<file path="src/rtl/hack_rom_pkg.sv">
// rtl/hack_rom_pkg.sv - shared widths, owner encoding and helpers for the HackROM arbiter
package hack_rom_pkg;

    localparam int HACK_ADDR_W = 15;
    localparam int HACK_DATA_W = 16;
    localparam int STATS_W     = 32;

    // Owner tag carried alongside each in-flight read
    localparam logic OWNER_FETCH = 1'b0;
    localparam logic OWNER_DBG   = 1'b1;

    // Increment that sticks at all-ones instead of wrapping
    function automatic logic [STATS_W-1:0] sat_inc(input logic [STATS_W-1:0] v);
        return (v == {STATS_W{1'b1}}) ? v : v + 32'd1;
    endfunction

endpackage

</file>
<file path="src/rtl/hack_rom_owner_pipe.sv">
// rtl/hack_rom_owner_pipe.sv - {valid, owner} delay line matching a fixed memory read latency
module hack_rom_owner_pipe #(
    parameter int LATENCY = 1
) (
    input  logic clk,
    input  logic resetn,
    input  logic i_valid,
    input  logic i_owner,
    output logic o_valid,
    output logic o_owner
);

    logic [LATENCY-1:0] r_valid;
    logic [LATENCY-1:0] r_owner;

    // Shift the grant tag one stage per cycle; clear drops every in-flight read
    always_ff @(posedge clk) begin
        if (!resetn) begin
            r_valid <= '0;
            r_owner <= '0;
        end else begin
            r_valid[0] <= i_valid;
            r_owner[0] <= i_owner;
            for (int i = 1; i < LATENCY; i++) begin
                r_valid[i] <= r_valid[i-1];
                r_owner[i] <= r_owner[i-1];
            end
        end
    end

    assign o_valid = r_valid[LATENCY-1];
    assign o_owner = r_owner[LATENCY-1];

endmodule

</file>
<file path="src/rtl/hack_rom_arbiter.sv">
// rtl/hack_rom_arbiter.sv - CPU/debug sharer of the HackROM read port (optional HACK_ROM_ARB_STATS_EN counters)
module hack_rom_arbiter
    import hack_rom_pkg::*;
#(
    parameter int ROM_LATENCY = 1,
    parameter int MAX_WAIT    = 8
) (
    input  logic                   clk,
    input  logic                   reset_n,
    input  logic                   fetch_req,
    input  logic [HACK_ADDR_W-1:0] fetch_addr,
    output logic                   fetch_gnt,
    output logic                   fetch_stall,
    output logic [HACK_DATA_W-1:0] fetch_data,
    output logic                   fetch_valid,
    input  logic                   dbg_req,
    input  logic [HACK_ADDR_W-1:0] dbg_addr,
    output logic                   dbg_gnt,
    output logic [HACK_DATA_W-1:0] dbg_data,
    output logic                   dbg_valid,
    output logic [HACK_ADDR_W-1:0] rom_address,
    input  logic [HACK_DATA_W-1:0] rom_q
`ifdef HACK_ROM_ARB_STATS_EN
    ,
    output logic [STATS_W-1:0]     stats_fetch_cnt,
    output logic [STATS_W-1:0]     stats_dbg_cnt,
    output logic [STATS_W-1:0]     stats_forced_cnt
`endif
);

    localparam logic [7:0] C_MAX_WAIT = 8'(MAX_WAIT);

    logic [7:0]             r_wait_cnt;
    logic [HACK_ADDR_W-1:0] r_last_addr;
    logic [HACK_DATA_W-1:0] r_dbg_data;
    logic                   r_dbg_valid;

    logic w_wait_full;
    logic w_dbg_gnt;
    logic w_fetch_gnt;
    logic w_any_gnt;
    logic w_fin_valid;
    logic w_fin_owner;
    logic w_fin_dbg;

    // CPU wins by default; a debug requester that has waited MAX_WAIT cycles takes one slot
    assign w_wait_full = (r_wait_cnt == C_MAX_WAIT);
    assign w_dbg_gnt   = dbg_req & (~fetch_req | w_wait_full);
    assign w_fetch_gnt = fetch_req & ~w_dbg_gnt;
    assign w_any_gnt   = w_fetch_gnt | w_dbg_gnt;

    assign dbg_gnt     = w_dbg_gnt;
    assign fetch_gnt   = w_fetch_gnt;
    assign fetch_stall = fetch_req & ~w_fetch_gnt;

    // Idle cycles replay the previous address so the ROM bus does not toggle
    assign rom_address = w_dbg_gnt   ? dbg_addr   :
                         w_fetch_gnt ? fetch_addr : r_last_addr;

    // Remember the most recently issued address
    always_ff @(posedge clk) begin
        if (!reset_n) begin
            r_last_addr <= '0;
        end else if (w_any_gnt) begin
            r_last_addr <= rom_address;
        end
    end

    // Count consecutive denied debug cycles; any gap or grant restarts the count
    always_ff @(posedge clk) begin
        if (!reset_n) begin
            r_wait_cnt <= '0;
        end else if (!dbg_req || w_dbg_gnt) begin
            r_wait_cnt <= '0;
        end else if (!w_wait_full) begin
            r_wait_cnt <= r_wait_cnt + 8'd1;
        end
    end

    hack_rom_owner_pipe #(
        .LATENCY (ROM_LATENCY)
    ) u_owner_pipe (
        .clk     (clk),
        .resetn  (reset_n),
        .i_valid (w_any_gnt),
        .i_owner (w_dbg_gnt ? OWNER_DBG : OWNER_FETCH),
        .o_valid (w_fin_valid),
        .o_owner (w_fin_owner)
    );

    // Fetch data is a straight passthrough; only the owner tag decides who sees it
    assign fetch_valid = w_fin_valid & (w_fin_owner == OWNER_FETCH);
    assign fetch_data  = rom_q;
    assign w_fin_dbg   = w_fin_valid & (w_fin_owner == OWNER_DBG);

    // Debug result is registered and held until the next debug read returns
    always_ff @(posedge clk) begin
        if (!reset_n) begin
            r_dbg_data  <= '0;
            r_dbg_valid <= 1'b0;
        end else begin
            r_dbg_valid <= w_fin_dbg;
            if (w_fin_dbg) begin
                r_dbg_data <= rom_q;
            end
        end
    end

    assign dbg_data  = r_dbg_data;
    assign dbg_valid = r_dbg_valid;

`ifdef HACK_ROM_ARB_STATS_EN
    logic [STATS_W-1:0] r_stats_fetch;
    logic [STATS_W-1:0] r_stats_dbg;
    logic [STATS_W-1:0] r_stats_forced;

    // Saturating grant counters; a forced grant is a debug grant taken over a live fetch
    always_ff @(posedge clk) begin
        if (!reset_n) begin
            r_stats_fetch  <= '0;
            r_stats_dbg    <= '0;
            r_stats_forced <= '0;
        end else begin
            if (w_fetch_gnt) begin
                r_stats_fetch <= sat_inc(r_stats_fetch);
            end
            if (w_dbg_gnt) begin
                r_stats_dbg <= sat_inc(r_stats_dbg);
            end
            if (w_dbg_gnt && fetch_req) begin
                r_stats_forced <= sat_inc(r_stats_forced);
            end
        end
    end

    assign stats_fetch_cnt  = r_stats_fetch;
    assign stats_dbg_cnt    = r_stats_dbg;
    assign stats_forced_cnt = r_stats_forced;
`endif

endmodule

</file>
<file path="config.mk">
export PLATFORM = sky130hd
export DESIGN_NAME = hack_rom_arbiter
export DESIGN_NICKNAME = d
export VERILOG_FILES = /design/src/rtl/hack_rom_pkg.sv /design/src/rtl/hack_rom_owner_pipe.sv /design/src/rtl/hack_rom_arbiter.sv
export SDC_FILE = /design/constraint.sdc
export NUM_CORES = 1
export LEC_CHECK = 0
export ABC_CLOCK_PERIOD_IN_PS = 1590
export CORE_MARGIN = 4
export CORE_UTILIZATION = 38
export CTS_BUF_LIST = sky130_fd_sc_hd__clkbuf_8
export DETAILED_ROUTE_END_ITERATION = 7
export GPL_ROUTABILITY_DRIVEN = 0
export PLACE_DENSITY = 0.79
export RECOVER_POWER = 50
export SYNTH_ARGS = -nofsm -noshare
export SYNTH_HDL_FRONTEND = slang
export SYNTH_SLANG_ARGS = --single-unit
</file>
<file path="constraint.sdc">
create_clock -name clk -period 1.59 [get_ports clk]
set_input_delay 0.159 -clock clk [delete_from_list [all_inputs] [get_ports clk]]
set_output_delay 0.159 -clock clk [all_outputs]
set_load 0.02 [all_outputs]
</file>
* Yosys cells after proc, flatten, opt, wreduce, memory -nomap -nowiden
Index checks and enable logic that the tools add are counted.
Word-level totals: flip-flop bits (word level) 42, bits in latches 0, memory bits (writable) 0, bits in read-only memories 0, bits of input ports 50, output and inout bits 52, word-level logic and storage cells 26, memories 0
Cells by class: add/sub/neg operators 1, multipliers 0, div/mod/pow operators 0, magnitude comparators 0, equality and inequality tests 1, shifts and indexed selects 0, mux-type cells 3, bitwise logic cells 12, reduce and logical (&&, ||, !) cells 3
Operators by type and width (count):
- two-way mux 15 bit | 2
- adder 8 x 1 -> 8 bit, second input constant | 1
- == test 8 x 4 -> 1 bit, second input constant | 1
- bitwise AND 1 bit | 5
- inverter 1 bit | 5
- bitwise OR 1 bit | 2
- OR reduction 2 bit | 1
- logical NOT 1 bit | 1
- logical OR 1 bit | 1
- two-way mux 1 bit | 1

* Depth between registers and ports, before layout
Gate-level depths: netlist (run 1).
depth in word-level cells 7, gate-level depth with buffers 7

* Hierarchy
A second synthesis (run 1) with hierarchy kept.
Unflattened totals: cell total of the unflattened synthesis 245, area total of the unflattened synthesis 2234.6 µm²
By module, submodules not included:
- hack_rom_arbiter | instances 1, cells an instance 241, area each 2182.1 µm², seq. area each 800.8 µm²
- hack_rom_owner_pipe | instances 1, cells an instance 4, area each 52.6 µm², seq. area each 40.0 µm²

* Worst setup path before layout (run 1)
OpenSTA, ideal clock, no wires.
path type register to output, from register r_wait_cnt[0], to output port rom_address[10], data arrival time 1585 ps, slack -154 ps, cell stages (with the launch flop) 8, path buffers 2, cell sequence dfxtp_1 inv_1 ha_1 nor4bb_1 clkbuf_2 a21oi_4 buf_6 o221a_1
Between the ends: longest elaborated chain between the ends 7
RTL lines:
- from (decl) | RTL line hack_rom_arbiter.sv:33 | logic [7:0] r_wait_cnt;
- from (signal assigned) | RTL line hack_rom_arbiter.sv:76 | r_wait_cnt <= r_wait_cnt + 8'd1;
- == test 8 x 4 -> 1 bit (*) | RTL line hack_rom_arbiter.sv:47 | assign w_wait_full = (r_wait_cnt == C_MAX_WAIT);
- bitwise OR 1 bit (*) | RTL line hack_rom_arbiter.sv:48 | assign w_dbg_gnt = dbg_req & (~fetch_req | w_wait_full);
- bitwise AND 1 bit (*) | RTL line hack_rom_arbiter.sv:48
- inverter 1 bit | RTL line hack_rom_arbiter.sv:49 | assign w_fetch_gnt = fetch_req & ~w_dbg_gnt;
- bitwise AND 1 bit | RTL line hack_rom_arbiter.sv:49
- two-way mux 15 bit | RTL line hack_rom_arbiter.sv:58 | w_fetch_gnt ? fetch_addr : r_last_addr;
- two-way mux 15 bit (*) | RTL line hack_rom_arbiter.sv:57 | assign rom_address = w_dbg_gnt ? dbg_addr :
- to (decl) | RTL line hack_rom_arbiter.sv:21 | output logic [HACK_ADDR_W-1:0] rom_address,
Mark *: on every way between the ends. The rest lies on a longest branch, timed or not.

* Final worst setup path (run 1)
from register r_wait_cnt[1], to output port rom_address[8]
The elaborated chain is that of the path after synthesis.

==> metrics.cfg, run 1 <==
[sta]
whs_ps = 438.8
drv_slew = 0
rsz0062_at_grt = yes
setup_viol = 34
period_share_pct = 131.1
fin_worst_skew_ps = 5.419
tightest_slew_ps = 550.1
fmax_mhz = 479.6
fin_crit_ps = 2085
finalHoldViolations = 0
setup_ws_ps = -495.3
slew_headroom_pct = 63.24

[power_and_ir_drop]
clkPwrFrac_pct = 27.1
sw_frac_of_total_pct = 27.30
p_leak_nw = 1.532
intPower_w = 0.001908
p_comb_share_pct = 30.7
ir_worst_vdd_mv = 0.3219
powerDensity_nw_per_um2 = 677.7
seq_power_share_pct = 42.2
p_switching_w = 0.0007164

[yosys]
synth_edf_count = 0
synth_cells = 229
synthFlopType = dfxtp_1
synth_top_cell_area_share_pct = 40.07
synth_cell_type_count = 29
synthAdderAreaFrac_pct = 1.193
synth.area.top_cells = dfxtp_1 (40%), o221a_1 (9.1%), nand2_1 (6.3%)
synth_fp_nets = 281
post_synth.cell_area_avg_um2 = 9.163
yosysWarnings = 0
seq_area_frac_synth_pct = 40.07
async_reset_ff_share_pct = 0
synth_compound_area_share_pct = 25.10
synthesis.area_um2 = 2098
synthSimpleGateAreaFrac_pct = 20.51
synthMuxAreaShare_pct = 0
ys_ff_latch = 42
synth_top_family_by_area = compound AO/OA/AOI/OAI gates
synth.largest_area_cell = dfxtp_1
synth-xor-area-share_pct = 1.252

[die]
start_util_pct = 40.06
die_w_um = 82.31
dieArea_um2 = 6775
core-area_um2 = 5238
io_pins = 102
die_h_um = 82.31
rows = 26

[worst_setup_path]
crit_required_ps = 1430
cp-end-kind = output port
crit_type = reg2out
crit_fanout = 4
cp.arrival_ps = 1930
setup.worst_path.start_class = flop

[layout]
finalNetCount = 423
antenna_cells = 0
final_core_util_pct = 73.94
nFillCells = 335
synthToLayoutAreaGrowth_pct = 84.56
final_area_um2 = 3872
drive_above_1_share_pct = 34.14

[clocking]
clkSinkCount = 42
htreeDepth = 2
insertion_delay_ps = 290
clkTransAtPathRegs_ps = 80
ctsHoldBuffers = 0
cts_buffer_depth = 2
root_buffer = clkbuf_8
cts_buffers = 5
cts_tree = yes

[global_routing]
grt_max_degree = 20
antenna_found_initial = 0
grtUsageTotal_pct = 21.38
grt_pass1_vias = 2346
grt_overflow = 0
grt_pass1_wl_mm = 11.20

[detailed_routing]
drc_errors = 0
post_drt_via_cell_ratio = 5.007
drt_iter0_drc = 83
postRouteAntennaNets = 0
routed_wl_mm = 7.067
wire_per_inst_um = 15.99
vias = 2213
drt_pass1_iterations = 4

[run]
max-cap-violations = 0

[status]
violations = negative setup slack
status = finished with violations

[place]
dp_hpwl_mm = 4.588
post_dp_cell_area_um2 = 3437
port_buffers = 101

[worst_hold_path]
hold_class = in2reg

==> routing by layer <==
layer  part of all wire (%)  wire [um]  vias to the layer above  GRT usage, %
li1                       -          -                     1096             -
met1                     39       2780                     1029         24.47
met2                     52       3705                       74         40.63
met3                    5.9        414                       14         3.037
met4                    2.3        166                        0         6.146
met5                      0          0                        -             0
==> critical path: stages (launching register included) <==
cell	delay [ps]
dfxtp_2	340
inv_2	40
ha_4	150
nor4bb_4	150
buf_4	170
buf_4	160
a211o_4	340
o211a_4	130
buf_4	160
==> power groups by stage <==
stage                     Sequential (W)  Combinational [W]  Clock (W)
after global placement           0.00113           0.000688          0
after global routing             0.00111           0.000851   0.000766
after detailed placement         0.00113           0.000699          0
after CTS                        0.00111           0.000777   0.000718
final                            0.00111           0.000805   0.000712
after floorplan                  0.00114           0.000349          0
==> layout make-up <==
| class | count | area, um^2 | share of cell area, % |
|---|---|---|---|
| timing repair buffer | 164 | 1565 | 40.42 |
| multi-input combinational | 150 | 1250 | 32.28 |
| sequential | 42 | 844.6 | 21.81 |
| tap | 70 | 87.58 | 2.262 |
| clock buffer | 6 | 82.58 | 2.132 |
| inverter | 8 | 30.03 | 0.7754 |
| clock inverter | 2 | 12.51 | 0.3231 |
==> metrics by stage <==
stage          setup TNS, ps  instances  power, W  setup WS [ps]
2_1_floorplan         -320.7        229  0.001486         -33.62
3_3_place_gp          -25220        413  0.001816          -1038
3_5_place_dp          -26920        413  0.001830          -1117
4_1_cts                -8853        440  0.002601         -486.9
5_1_grt               -13400        442  0.002727         -543.0
6_report              -11330        442  0.002625         -495.3
==> registers in the layout, indices dropped and copies added (netlist names) <==
| name | flops |
|---|---|
| u_owner_pipe.o_valid | 1 |
| r_wait_cnt | 8 |
| u_owner_pipe.o_owner | 1 |
| dbg_data | 16 |
| dbg_valid | 1 |
| r_last_addr | 15 |
==> cells by family after synthesis <==
| family | count (synthesis) |
|---|---|
| xor+xnor | 3 |
| fa+ha+maj | 2 |
| compound gates | 60 |
| simple gates | 84 |
| buf+inv | 38 |
| flops | 42 |
==> placed cells by master (no fill, tap or decap), drive strengths merged, types with 3 or more instances in the layout <==
cell type	instances
o21ai	3
nand2	35
o221a	20
dlygate4sd3	12
clkbuf	8
o211a	5
inv	7
nand3	4
clkdlybuf4s50	71
buf	79
o2111a	5
nor2	10
a211o	6
and2	11
or3	18
dfxtp	42
a21oi	21
==> cell usage after synthesis (6+ instances only) <==
cell type	instances
nand2_1	35
and2_1	11
o221a_1	17
clkbuf_1	7
dfxtp_1	42
or3_1	18
buf_6	6
a211o_2	6
a21oi_1	19
buf_4	16
inv_1	7
nor2_1	10
==> final timing paths <==
| check | from | endpoint | slack [ps] | cells past startpoint |
|---|---|---|---|---|
| hold reg to reg | dbg_data[5] | dbg_data[5] | 450 | 2 |
| setup reg to reg | r_wait_cnt[1] | r_last_addr[4] | -300 | 10 |
| setup / recovery | r_wait_cnt[1] | rom_address[8] | -500 | 8 |
| hold / removal | rom_q[15] | dbg_data[15] | 440 | 3 |
==> repair_timing <==
| item | CTS | global route |
|---|---|---|
| setup endpoints to repair | 34 | 34 |
| buffers inserted | 21 | 4 |
| cloned | 1 | 0 |
| pin swaps | 14 | 3 |
| gates resized for setup | 130 | 13 |
(Power assumes the default switching activity.)
==> run 2: changes to the inputs <==
CORE_UTILIZATION = 39   (was 38)
SYNTH_HIERARCHICAL = 1   (was default)
==> run 2 against run 1 <==
The flow still finishes with violations (negative setup slack). First-iteration DRC count is 12% higher. Flip-flop and latch count stayed put. Combinational power is 15% lower. Clock-buffer cell count is 1 lower. Setup slack worse by 260 ps. Clock power is 2% higher. Routed wire length is 12% lower. Global-route usage is 3.6 points lower. Area after synthesis is 6.5% higher. Total power is 4.2% lower. Largest power group unchanged.
==> metrics.cfg, run 2 <==
[status]
status = finished with violations
violations = negative setup slack

[detailed_routing]
routed_wl_mm = 6.188  ; -12%
drt_pass1_iterations = 4  ; unchanged
drt_iter0_drc = 93  ; +12%
wire_per_inst_um = 14.80  ; -7.4%
post_drt_via_cell_ratio = 5.151  ; +2.9%
vias = 2153  ; -2.7%
postRouteAntennaNets = 0  ; unchanged
drc_errors = 0  ; unchanged

[power_and_ir_drop]
power_w = 0.002513  ; -4.2%
powerDensity_nw_per_um2 = 668.2  ; -1.4%
ir_worst_vdd_mv = 0.4310  ; +34%
p_leak_nw = 1.386  ; -9.6%

[yosys]
async_reset_ff_share_pct = 0  ; unchanged
synth.area.top_cells = dfxtp_1 (38%), o2111a_1 (7.6%), o211a_1 (6.7%)
synth_fp_nets = 297  ; +5.7%
synth_cell_type_count = 30  ; +3.4%
yosysWarnings = 6  ; +6
ys_ff_latch = 42  ; unchanged
synth.largest_area_cell = dfxtp_1
synthesis.area_um2 = 2235  ; +6.5%
synth.most_common_cell = dfxtp_1
synth_cells = 245  ; +7.0%
synth_top_cell_area_share_pct = 37.63  ; -2.4 points
post_synth.cell_area_avg_um2 = 9.121  ; -0.46%
synth_edf_count = 0  ; unchanged
synthFlopType = dfxtp_1
seq_area_frac_synth_pct = 37.63  ; -2.4 points
synth.top_cells.by_count = dfxtp_1 (42), nand2_1 (35), or3_1 (18)

[global_routing]
grt_use_met3_pct = 5.035  ; +2.0 points
busiest_layer = met2
grt_pass1_vias = 2163  ; -7.8%
grt_max_degree = 35  ; +75%
grt_overflow = 0  ; unchanged
grt_pass1_wl_mm = 10.36  ; -7.5%
grtUsageTotal_pct = 17.76  ; -3.6 points
grt_util_met1_pct = 21.74  ; -2.7 points
met2_usage_pct = 30.44  ; -10 points
antenna_found_initial = 0  ; unchanged

[sta]
setup_viol = 42  ; +24%
slew_headroom_pct = 56.64  ; -6.6 points
setup_ws_ps = -751.3  ; -256.0 ps
finalHoldViolations = 0  ; unchanged
fin_crit_ps = 2341  ; +256.0 ps
rsz0062_at_grt = yes
fmax_mhz = 427.1  ; -11%
finalSetupTns_ps = -19110  ; -7782 ps
whs_ps = 437.0  ; -1.837 ps
period_share_pct = 147.2  ; +16 points
fin_worst_skew_ps = 6.131  ; +0.7122 ps
tightest_slew_ps = 650.4  ; +100.2 ps
drv_slew = 0  ; unchanged

[place]
post_dp_cell_area_um2 = 3490  ; +1.5%
port_buffers = 101  ; unchanged
dp_hpwl_mm = 4.518  ; -1.5%

[layout]
antenna_cells = 0  ; unchanged
finalNetCount = 397  ; -6.1%
largest_reg_flops = 16  ; unchanged
drive_above_1_share_pct = 28.90  ; -5.2 points
final_cell_mix = clkdlybuf4s50_1 (74), dfxtp_1 (40), nand2_1 (35)
final_area_um2 = 3761  ; -2.9%
synthToLayoutAreaGrowth_pct = 68.31
final_core_util_pct = 67.89  ; -6.1 points
final_common_cell = clkdlybuf4s50_1

[run]
max-cap-violations = 0  ; unchanged

[clocking]
cts_buffer_depth = 2  ; unchanged
cts_tree = yes
clkSinkCount = 42  ; unchanged
clkTransAtPathRegs_ps = 90  ; about the same
cts_buffers = 5  ; unchanged
insertion_delay_ps = 300  ; about the same
htreeDepth = 2  ; unchanged
root_buffer = clkbuf_8

[worst_setup_path]
crit_required_ps = 1430  ; about the same
setup.worst_path.start_class = flop
crit_fanout = 5  ; +1
crit_type = reg2out
cp-end-kind = output port
cp.arrival_ps = 2180  ; +250 ps

[die]
io_pins = 102  ; unchanged
die_h_um = 83.70  ; +1.7%
dieArea_um2 = 7005  ; +3.4%
start_util_pct = 40.33  ; +0.27 points
core-area_um2 = 5540  ; +5.8%
rows = 27  ; +3.8%
die_w_um = 83.70  ; +1.7%

[worst_hold_path]
hold_class = in2reg

## run 2: cell count changes after synthesis, sizes merged, moves of 5 or more
cell	before	now
a211o	6	15
a21boi	0	17
a21oi	20	3
and2	11	3
nor2	10	5
nor2b	2	16
o2111a	5	15
o211a	5	15
o221a	20	0
## run 2: layout make-up
class	count	area, um^2
clock buffer	5	68.82
sequential	42	843.3
inverter	5	18.77
clock inverter	3	25.02
multi-input combinational	164	1411
tap	72	90.09
fill	444	1779
timing repair buffer	127	1304
## run 2: cells by family (layout without fill, tap and decap cells)
logic type                 count (synthesis)  in the layout  synth area share, %
adders and majority gates                  2              2                1.120
DFF                                       42             42                37.63
xor gates and xnor gates                   3              3                1.176
and+or+nand+nor                           89             89                20.83
AOI/OAI and AO/OA                         70             70                28.84
buffers and inverters                     39            140                10.41
## run 2: worst paths after layout
check | start | end | cells past startpoint | slack [ps]
setup / recovery | r_wait_cnt[0] | rom_address[11] | 7 | -750
hold reg to reg | dbg_data[3] | dbg_data[3] | 2 | 470
setup reg to reg | r_wait_cnt[0] | r_wait_cnt[7] | 8 | -330
hold / removal | rom_q[14] | dbg_data[14] | 3 | 440
## run 2: what timing repair did
item / in CTS / in global routing
cloned: 1 / 0
setup endpoints to repair: 42 / 43
resized for setup: 120 / 17
pin swaps: 4 / 5
setup buffers: 3 / 0
hold buffers: 0 / 0
## run 2: worst max-delay path: stages (launching register included)
cell	delay, ps
dfxtp_2	330
inv_2	60
ha_4	110
or4b_4	550
buf_6	180
or3_4	370
o211a_4	150
buf_6	130
## run 2: power breakdown
part	internal, W	total, W	switching (W)
clock network	0.000317	0.000726	0.000409
registers	0.00109	0.00110	0.0000112
logic	0.000396	0.000685	0.000290
total	0.00180	0.00251	0.000710
## run 2: through the flow
step | instances | setup WS (ps)
finish | 418 | -751.3
floorplan | 245 | -361.3
global placement | 406 | -921.8
detailed placement | 406 | -945.0
CTS | 418 | -770.4
global route | 418 | -815.4
## run 2: per-layer routing
metal	vias up	wire length, um
li1	1067	-
met1	1008	2626
met2	70	3109
met3	8	364
met4	0	87
met5	-	0
==> patch, RTL diff (settings of run 1) <==
`HACK_DATA_W`: 16 -> 24.
--- a/src/rtl/hack_rom_pkg.sv
+++ b/src/rtl/hack_rom_pkg.sv
@@ -4,3 +4,3 @@
     localparam int HACK_ADDR_W = 15;
-    localparam int HACK_DATA_W = 16;
+    localparam int HACK_DATA_W = 24;
     localparam int STATS_W     = 32;
Interface: changed (resized dbg_data, fetch_data and rom_q); port bits go from 102 to 126. No check against the original RTL was run, so the function may have changed too.
==> patch against run 1 <==
  * The run still ends with negative setup slack left
  * Sequential cell count is 8 higher
  * Synthesized cell count is 19% higher
  * Synthesized area is 16% higher
  * Cell area is 17% higher
  * Routed wire length is 31% higher
  * Setup slack worse by 41 ps
  * Global-route usage is 0.73 points higher
  * Non-clock buffer count is 36 higher
  * Worst hold slack worse by 35 ps
  * Total power is 16% higher
==> patch: results (changes against run 1) <==
The tools report the leakage power total as 1.75 nW (+14%). The fraction of layout instances using a drive strength above 1 is 0.317 (-0.0239). The most used flip-flop cell after synthesis is sky130_fd_sc_hd__dfxtp_1. The tools report the switching power as 0.892 mW (+25%). The detailed router's first-iteration violation count is 112 (+35%). The worst-case clock buffer depth came out at 2 (unchanged). sky130_fd_sc_hd__nand2_1 is the most common cell in the netlist. The Yosys warning count is 0 (unchanged), and the unique cell type count in the Yosys netlist is 29 (unchanged).

The delay contributed by the slowest stage of the critical path is 340 ps (about the same). The logs give 392 (+17%) for the number of inserted filler cells in the final layout and 5 (unchanged) for the CTS buffer count. The logs give 500 (+18%) for the final layout net count and 3.38 mm (+21%) for the met1 layer wirelength in the final routing.

The via density per instance is 5.29 (+5.6%), and the data arrival time at the worst-slack endpoint is 1970 ps (+40 ps). Worst hold path cell count: 3 (unchanged). The final setup violation count is 36 (+5.9%). The clock transition at the registers of the reported paths came out at 100 ps (+20 ps).

The remaining antenna violation count is 0 (unchanged), and the area after detailed placement is 3940 um2 (+15%). The worst reg-to-reg path cell count is 11 (+1), and the transition time of the tightest slew-check pin is 535 ps (-15.0 ps). The detailed router used layers up to and including met4. For the pin count of the biggest net entering global routing, the log shows 28 (+40%). Grouping stages by cell kind, the critical path spends the most delay in buffers and inverters. The run finished, with violations left. Number of antenna violations at the first check in global routing: 0 (unchanged). The tools report the placed wire-length estimate after detailed placement as 5.60 mm (+22%). The root buffer cell chosen for the clock tree is sky130_fd_sc_hd__clkbuf_8.

All-layer global routing usage: 0.221 (+0.00733). The commonest cells after synthesis are sky130_fd_sc_hd__nand2_1, sky130_fd_sc_hd__dfxtp_1, sky130_fd_sc_hd__a21oi_1. For the met3 wire length, the log shows 675 um (+63%). The worst-case setup slack after placement is -1100 ps (+16.4 ps), and the final worst-path setup slack is -536 ps (-41.0 ps). Wire length on met2: 4.91 mm (+32%). By area the synthesized netlist is led by sky130_fd_sc_hd__dfxtp_1, sky130_fd_sc_hd__nand2_1, sky130_fd_sc_hd__o221a_1.

The post-synthesis async set-or-reset flop share was 0 (unchanged); the total grt overflow was 0 (unchanged). The antenna cell count was 0 (unchanged); the highest fanout seen on the critical path was 5 (+1). The slowest stage of the critical path belongs to the cell sky130_fd_sc_hd__dfxtp_2. The tools report the worst clock skew on the final layout as 8.23 ps (+2.81 ps). Iteration count of the initial detailed-routing pass: 4 (unchanged).

The final reports fail on negative setup slack. The run gives 13.3 mm (+19%) as the global-route wire length before repair. For the worst IR drop on VDD, the log shows 0.434 mV (+35%). The number of nets in the synthesized netlist came out at 332 (+18%). The latest clock arrival within the worst-skew pair was 320 ps (+30 ps). The tools report the H-tree depth as 2 (unchanged). The sequential area share after synthesis was 0.412 (+0.0112). The total of buffers placed on input and output ports is 125 (+24%). The flip-flop count of the largest register, all copies and words added works out to 24 (+8). Path category of the worst min-delay check: in2reg. The run gives 9.26 mm (+31%) as the final wirelength.
## patch: path summary, 6_finish.rpt
check / startpoint / slack (ps) / end
worst min register to register: dbg_data[6]$_SDFFE_PN0P_ / 460 / dbg_data[6]$_SDFFE_PN0P_
worst min-delay path: rom_q[22] / 400 / dbg_data[22]$_SDFFE_PN0P_
worst max-delay path: r_wait_cnt[1]$_SDFFE_PP0N_ / -540 / rom_address[8]
worst max register to register: r_wait_cnt[1]$_SDFFE_PP0N_ / -460 / r_last_addr[4]$_SDFFE_PN0P_
## patch: repair_timing
item / in CTS / in global routing
buffers inserted: 19 / 21
gates cloned: 3 / 0
pin swaps: 17 / 11
gates resized for setup: 134 / 17
setup endpoints to repair: 34 / 43
## patch: cell families (layout without fill, tap and decap cells)
logic type               count (synthesis)  in the layout  synth area share
AO/OA/AOI/OAI                           68             70             0.233
XOR/XNOR                                 3              3            0.0108
adder cells (fa/ha/maj)                  2              2            0.0103
buffers and inverters                   49            216             0.132
flip-flops                              50             50             0.412
AND/OR/NAND/NOR                        100            100             0.202
## patch: final cells by class
cell class                      instances  area share
Clock inverter                          3     0.00638
Timing Repair Buffer                  200       0.428
Clock buffer                            5      0.0152
Inverter                                8     0.00749
Tap cell                               75      0.0208
Sequential cell                        50       0.222
Multi-Input combinational cell        175       0.300
## patch: power groups by stage
stage / clock (mW) / sequential (mW) / combinational [mW]
6_report: 0.812 / 1.31 / 0.927
5_1_grt: 0.885 / 1.32 / 0.974
4_1_cts: 0.813 / 1.31 / 0.878
3_5_place_dp: 0 / 1.34 / 0.775
3_3_place_gp: 0 / 1.34 / 0.766
2_1_floorplan: 0 / 1.35 / 0.388
## patch: routing by layer
metal | track usage | vias to the layer above
met3 | 0.0499 | 21
met5 | 0 | -
met1 | 0.240 | 1302
li1 | - | 1276
met2 | 0.416 | 130
met4 | 0.0809 | 0
## patch: worst reg2reg max path: cells and delay by family (launching register included)
family | cells | cell delay [ps]
buffers and inverters | 7 | 850
flip-flops | 1 | 340
AO/OA/AOI/OAI | 2 | 340
adder cells (fa/ha/maj) | 1 | 130
AND/OR/NAND/NOR | 1 | 260
## patch: metrics by stage
stage                     std cells  hold slack [ps]  total power [mW]  setup TNS, ps   util
after detailed placement        473              447              2.12         -27580  0.649
final                           516              404              3.05         -13680  0.745
after global placement          473              441              2.10         -25220  0.649
after floorplan                 272              295              1.74           -321      -
after CTS                       502              415              3.00          -9550  0.720
after global routing            516              401              3.18         -15840  0.745
